## src/rtl/bus_sched_if.sv

```systemverilog
// Bus scheduler signal bundle: four requesters with their source codes on one
// side, the registered read-mux select / grant / valid / busy on the other.
interface bus_sched_if;
   logic [3:0] req;
   logic [2:0] src0;
   logic [2:0] src1;
   logic [2:0] src2;
   logic [2:0] src3;
   logic [2:0] select;
   logic [3:0] grant;
   logic       valid;
   logic       busy;

   // Requester side drives requests and source codes.
   modport master (
      output req, src0, src1, src2, src3,
      input  select, grant, valid, busy
   );

   // Scheduler side answers with the registered mux control.
   modport slave (
      input  req, src0, src1, src2, src3,
      output select, grant, valid, busy
   );
endinterface

```

## src/rtl/bus_sched.sv

```systemverilog
// Round-robin scheduler for a 16-bit read mux with four requesters.
// A grant latches the winner's source code. RAM (code 111) may need RAM_WAIT
// extra cycles before its data is valid. Each XFER cycle re-arbitrates with
// the current owner masked, so transfers to different requesters run
// back-to-back.
module bus_sched #(
   parameter int RAM_WAIT = 1   // legal range 0..3
) (
   input  logic        clk,
   input  logic        rst,
   bus_sched_if.slave  bus
);

   typedef enum logic [1:0] {
      S_IDLE = 2'd0,
      S_WAIT = 2'd1,
      S_XFER = 2'd2
   } state_t;

   localparam logic [2:0] SRC_RAM   = 3'b111;
   localparam logic [1:0] WAIT_INIT = 2'(RAM_WAIT);

   state_t     r_state;
   logic [1:0] r_cnt;
   logic [1:0] r_last;
   logic [3:0] r_grant;
   logic [2:0] r_select;
   logic       r_valid;

   state_t     w_state_next;
   logic [1:0] w_cnt_next;
   logic [1:0] w_last_next;
   logic [3:0] w_grant_next;
   logic [2:0] w_select_next;
   logic       w_valid_next;

   logic [11:0] w_src_flat;
   logic [2:0]  w_src [4];
   logic [3:0]  w_cand;
   logic        w_win_any;
   logic [1:0]  w_win_idx;
   logic        w_win_ram;

   assign w_src_flat = {bus.src3, bus.src2, bus.src1, bus.src0};

   // Unpack the per-requester source codes so they can be indexed by winner.
   genvar gi;
   generate
      for (gi = 0; gi < 4; gi++) begin : g_src
         assign w_src[gi] = w_src_flat[gi*3 +: 3];
      end
   endgenerate

   // In XFER the current owner is masked so another requester can take over.
   assign w_cand = (r_state == S_XFER) ? (bus.req & ~r_grant) : bus.req;

   // Rotating priority search starting at last+1. The loop runs from the
   // lowest priority (last itself) to the highest (last+1), so the final
   // hit that is written is the true winner.
   always_comb begin
      w_win_any = 1'b0;
      w_win_idx = r_last;
      for (int k = 4; k >= 1; k--) begin
         if (w_cand[r_last + 2'(k)]) begin
            w_win_any = 1'b1;
            w_win_idx = r_last + 2'(k);
         end
      end
   end

   assign w_win_ram = (w_src[w_win_idx] == SRC_RAM) && (RAM_WAIT > 0);

   // State register: all scheduler state, cleared by synchronous reset.
   always_ff @(posedge clk) begin
      if (rst) begin
         r_state  <= S_IDLE;
         r_cnt    <= 2'd0;
         r_last   <= 2'b11;
         r_grant  <= 4'b0000;
         r_select <= 3'b000;
         r_valid  <= 1'b0;
      end else begin
         r_state  <= w_state_next;
         r_cnt    <= w_cnt_next;
         r_last   <= w_last_next;
         r_grant  <= w_grant_next;
         r_select <= w_select_next;
         r_valid  <= w_valid_next;
      end
   end

   // Next-state logic: arbitrate from IDLE/XFER, count down RAM wait cycles.
   always_comb begin
      w_state_next  = r_state;
      w_cnt_next    = r_cnt;
      w_last_next   = r_last;
      w_grant_next  = r_grant;
      w_select_next = r_select;
      w_valid_next  = 1'b0;
      case (r_state)
         S_IDLE, S_XFER: begin
            if (w_win_any) begin
               w_grant_next  = 4'b0001 << w_win_idx;
               w_select_next = w_src[w_win_idx];
               w_last_next   = w_win_idx;
               if (w_win_ram) begin
                  w_state_next = S_WAIT;
                  w_cnt_next   = WAIT_INIT;
               end else begin
                  w_state_next = S_XFER;
                  w_cnt_next   = 2'd0;
                  w_valid_next = 1'b1;
               end
            end else begin
               w_state_next  = S_IDLE;
               w_cnt_next    = 2'd0;
               w_grant_next  = 4'b0000;
               w_select_next = 3'b000;
            end
         end
         S_WAIT: begin
            // grant and select stay frozen while the RAM data settles.
            if (r_cnt == 2'd1) begin
               w_state_next = S_XFER;
               w_cnt_next   = 2'd0;
               w_valid_next = 1'b1;
            end else begin
               w_cnt_next = r_cnt - 2'd1;
            end
         end
         default: begin
            w_state_next  = S_IDLE;
            w_cnt_next    = 2'd0;
            w_grant_next  = 4'b0000;
            w_select_next = 3'b000;
         end
      endcase
   end

   // Output logic: registered mux control plus busy decoded from state.
   always_comb begin
      bus.grant  = r_grant;
      bus.select = r_select;
      bus.valid  = r_valid;
      bus.busy   = (r_state != S_IDLE);
   end

endmodule

```

## src/flat_wrapper.sv

```systemverilog
// flat-port wrapper written by rule: the top's interface ports become plain ports
module bus_sched_flat 
#(
   parameter int RAM_WAIT = 1                      
)
  (clk, rst, bus_req, bus_src0, bus_src1, bus_src2, bus_src3, bus_select, bus_grant, bus_valid, bus_busy);
  bus_sched_if bus_i ();
  input  logic clk;
  input  logic rst;
  input wire logic [$bits(bus_i.req)-1:0] bus_req;
  input wire logic [$bits(bus_i.src0)-1:0] bus_src0;
  input wire logic [$bits(bus_i.src1)-1:0] bus_src1;
  input wire logic [$bits(bus_i.src2)-1:0] bus_src2;
  input wire logic [$bits(bus_i.src3)-1:0] bus_src3;
  output wire logic [$bits(bus_i.select)-1:0] bus_select;
  output wire logic [$bits(bus_i.grant)-1:0] bus_grant;
  output wire logic [$bits(bus_i.valid)-1:0] bus_valid;
  output wire logic [$bits(bus_i.busy)-1:0] bus_busy;
  assign bus_i.req = bus_req;
  assign bus_i.src0 = bus_src0;
  assign bus_i.src1 = bus_src1;
  assign bus_i.src2 = bus_src2;
  assign bus_i.src3 = bus_src3;
  assign bus_select = bus_i.select;
  assign bus_grant = bus_i.grant;
  assign bus_valid = bus_i.valid;
  assign bus_busy = bus_i.busy;
  bus_sched #(.RAM_WAIT(RAM_WAIT)) u_core (.clk(clk), .rst(rst), .bus(bus_i));
endmodule
```

## config.mk

```make
export PLATFORM = sky130hd
export DESIGN_NAME = bus_sched_flat
export DESIGN_NICKNAME = d
export VERILOG_FILES = /design/src/rtl/bus_sched_if.sv /design/src/rtl/bus_sched.sv /design/src/flat_wrapper.sv
export SDC_FILE = /design/constraint.sdc
export NUM_CORES = 1
export LEC_CHECK = 0
export CAP_MARGIN = 10
export CORE_MARGIN = 2
export CORE_UTILIZATION = 45
export CTS_CLUSTER_SIZE = 24
export DETAILED_ROUTE_END_ITERATION = 12
export PLACE_DENSITY = 0.78
export SLEW_MARGIN = 20
export SYNTH_ARGS = -nofsm -noshare
export SYNTH_HDL_FRONTEND = slang
export SYNTH_SLANG_ARGS = --single-unit
```

## constraint.sdc

```tcl
create_clock -name clk -period 2 [get_ports clk]
set_input_delay 0.2 -clock clk [delete_from_list [all_inputs] [get_ports clk]]
set_output_delay 0.2 -clock clk [all_outputs]
set_load 0.01 [all_outputs]
```

==> impl_metrics.py <==
metrics = {
    "status": {
        "status": "complete, no violations",
    },
    "power_and_ir_drop": {
        "combPwrFrac": 0.645,
        "pwr_density_cell_nw_per_um2": 1420,
        "p_leak_nw": 0.566,
        "pwr-share-seq": 0.245,
        "swShare": 0.387,
        "p_int_mw": 1.21,
        "vdd_ir_drop_max_v": 0.000819,
        "pwr-share-clk": 0.109,
        "switching_power_mw": 0.763,
    },
    "critical_path": {
        "cp_slowest_stage_delay_ns": 0.40,
        "cp_common_cell": "buf_6",
        "cp-endpoint": "u_core.bus.grant[3]",
        "cp.arrival_ns": 2.18,
        "criticalPathCategory": "reg2reg",
        "path_depth": 9,
        "critPathTopFamily": "simple AND/OR/NAND/NOR gates",
        "start_kind": "flop",
        "endpoint_kind": "flop",
        "cp_max_fo": 5,
        "ff2ff_path_depth": 9,
        "worstPathCellList": "and3b_2 > buf_6 > o2bb2ai_4 > o22ai_4 > buf_6 > and2b_2 > buf_6 > a22oi_2 > nor2_1",
        "r2r_setup_slack_ns": 0.01,
        "reg2reg_to": "u_core.bus.grant[3]",
        "reg2reg_from": "u_core.bus.grant[3]",
        "critPathRequiredTime_ns": 2.19,
        "slowest_stage": "dfxtp_1",
        "startpoint": "u_core.bus.grant[3]",
        "crit_buf_inv": 3,
    },
    "drt": {
        "vias_per_cell": 5.45,
        "wl_um": 2620,
        "firstDrtPassIters": 4,
        "ant_nets": 0,
        "drcViolationCount": 0,
        "drt-wirelength-per-cell_um": 16.0,
        "drt_iter0_markers": 28,
        "vias": 893,
    },
    "timing": {
        "slew_headroom": 0.725,
        "fin_crit_ns": 1.99,
        "maxSlewViolCount": 0,
        "finalCritPeriodShare": 0.994,
        "finalHoldViolations": 0,
        "max_freq_mhz": 503,
        "grt_setup_unrepaired": "true",
        "worst_pin_slew_ns": 0.413,
        "setup_tns_ns": 0,
        "fin_skew_ns": 0.00221,
        "finalSetupViolCount": 0,
    },
    "clock_network": {
        "root_buffer": "clkbuf_4",
        "cts_sinks": 14,
        "cts_buffer_depth": 2,
        "holdBufCountCts": 0,
        "cts_tree": "done",
        "clk_pin_slew_worst_paths_ns": 0.09,
        "cts_max_level": 1,
        "insertion_delay_ns": 0.29,
        "numCtsBuffers": 3,
    },
    "floorplanning": {
        "core_area_um2": 1760,
        "die_h_um": 47.8,
        "die_area_um2": 2280,
        "initial_utilization": 0.489,
        "die_w_um": 47.8,
        "num_rows": 15,
        "io_pins": 27,
    },
    "synth": {
        "ys_seq_area_frac": 0.325,
        "syn_nets": 112,
        "synth_cell_types": 36,
        "yosys_warnings": 0,
        "ys_seq_elements": 14,
        "netlist_top_cells_area": "dfxtp_1 32%, a22oi_1 5.2%, mux2_2 5.2%",
        "synth_area_leader_cell": "dfxtp_1",
        "synth.top_cell.area_share": 0.325,
        "syn_inst": 93,
        "avgSynthCellArea_um2": 9.28,
        "syn_area_um2": 863,
    },
    "job": {
        "cap_violations": 0,
    },
    "place": {
        "io_buffers": 26,
        "dp_hpwl_um": 1710,
        "gp_congestion": 0.781,
    },
    "hold_path": {
        "hp-class": "reg2reg",
    },
    "global_route": {
        "grt_max_degree": 11,
        "antenna_found_initial": 0,
        "overflow": 0,
        "grt_pass1_vias": 871,
        "grtUsageTotal": 0.221,
        "grt_pass1_wl_um": 3500,
    },
    "layout": {
        "drive_gt1_frac": 0.338,
        "syn_to_final_growth_pct": 60.4,
        "final_common_cell": "clkdlybuf4s50_1",
        "final_util": 0.785,
        "final_cell_mix": "26 x clkdlybuf4s50_1, 15 x buf_4, 11 x dfxtp_1, 10 x nor2_1, 9 x nand2_1",
        "antenna_cells": 0,
        "fill_cells": 131,
        "num-nets-final": 159,
    },
}
-- repair_timing --
item | CTS | global route
setup endpoints to repair | 5 | 8
gates resized for setup | 3 | 14
buffers inserted | 2 | 3
pin swaps | 1 | 2
-- cells by family after synthesis --
| group | count (synthesis) | synth area share |
|---|---|---|
| compound gates | 26 | 0.274 |
| simple gates | 32 | 0.191 |
| flops | 14 | 0.325 |
| fa+ha+maj | 1 | 0.0145 |
| buf+inv | 10 | 0.0536 |
| mux | 10 | 0.142 |
-- how the worst min path moves through the flow --
stage	start	to	slack [ns]	depth (start not counted)
3_3_place_gp	u_core.bus.select[2]	u_core.bus.select[2]	0.45	2
6_report	u_core.bus.select[2]	u_core.bus.select[2]	0.46	2
3_5_place_dp	u_core.bus.select[2]	u_core.bus.select[2]	0.45	2
4_1_cts	u_core.bus.select[2]	u_core.bus.select[2]	0.47	2
2_1_floorplan	rst	u_core.r_last[1]	0.34	2
5_1_grt	u_core.bus.select[2]	u_core.bus.select[2]	0.48	2
-- sequential cells by signal (all words and copies together), names as in the netlist --
name and cells:
u_core.bus.valid 1, u_core.bus.select 3, u_core.r_cnt 2, u_core.r_last 2
u_core.r_state 2, u_core.bus.grant 4
-- Yosys cell counts --
library cell  number
o21ai_0            1
o22ai_1            1
mux2i_1            4
dfxtp_1           14
a31oi_2            1
o21a_1             1
o2bb2ai_4          1
o211ai_1           1
o211ai_2           2
nor2_1            10
a22oi_1            6
a22oi_2            1
and2_1             2
nand2_1            9
a21oi_1            3
nor3_1             1
o31a_1             2
a32oi_1            1
mux2i_4            1
o31ai_1            2
and2b_1            2
mux2_2             4
and3_1             1
buf_2              1
o21ai_1            1
a31oi_1            1
and3b_2            1
inv_1              6
or2_2              1
o22ai_4            1
mux2_4             1
nand4b_1           1
nand3b_1           4
clkbuf_1           2
ha_1               1
buf_6              1
-- through the flow --
stage | instances | hold slack [ns] | cell area [um2] | setup slack, ns | power [mW]
after floorplan | 93 | 0.340 | 863 | 0.141 | 1.09
after global placement | 155 | 0.446 | 1240 | -0.125 | 1.50
after detailed placement | 155 | 0.452 | 1240 | -0.177 | 1.52
after CTS | 161 | 0.471 | 1310 | 0.00406 | 1.78
after global routing | 164 | 0.483 | 1390 | -0.0773 | 2.07
final | 164 | 0.462 | 1390 | 0.0114 | 1.97
-- worst register-to-register path, cell delays in order, from the launching register on --
cell and delay (ns):
dfxtp_1 0.40, and3b_2 0.25, buf_6 0.11, o2bb2ai_4 0.08
o22ai_4 0.30, buf_6 0.16, and2b_2 0.25, buf_6 0.13
a22oi_2 0.15, nor2_1 0.06
-- power groups by stage --
stage | combinational [mW] | sequential [mW] | clock, mW
after floorplan | 0.617 | 0.474 | 0
final | 1.27 | 0.484 | 0.216
after global placement | 1.02 | 0.476 | 0
after CTS | 1.09 | 0.474 | 0.215
after detailed placement | 1.04 | 0.477 | 0
after global routing | 1.35 | 0.497 | 0.222
-- metal layers --
metal	global-route usage	routed length (um)
met1	0.252	1130
met2	0.389	1390
met3	0.0264	77
met4	0.135	22
met5	0	0
-- area by class of cell --
type,count,area (um2),share of cell area
sequential,14,287,0.207
timing repair buffer,46,429,0.310
clock buffer,4,36.3,0.0262
inverter,6,22.5,0.0163
multi-input combinational,69,579,0.418
tap,25,31.3,0.0226
No activity file was read; power rests on OpenSTA's default activity.
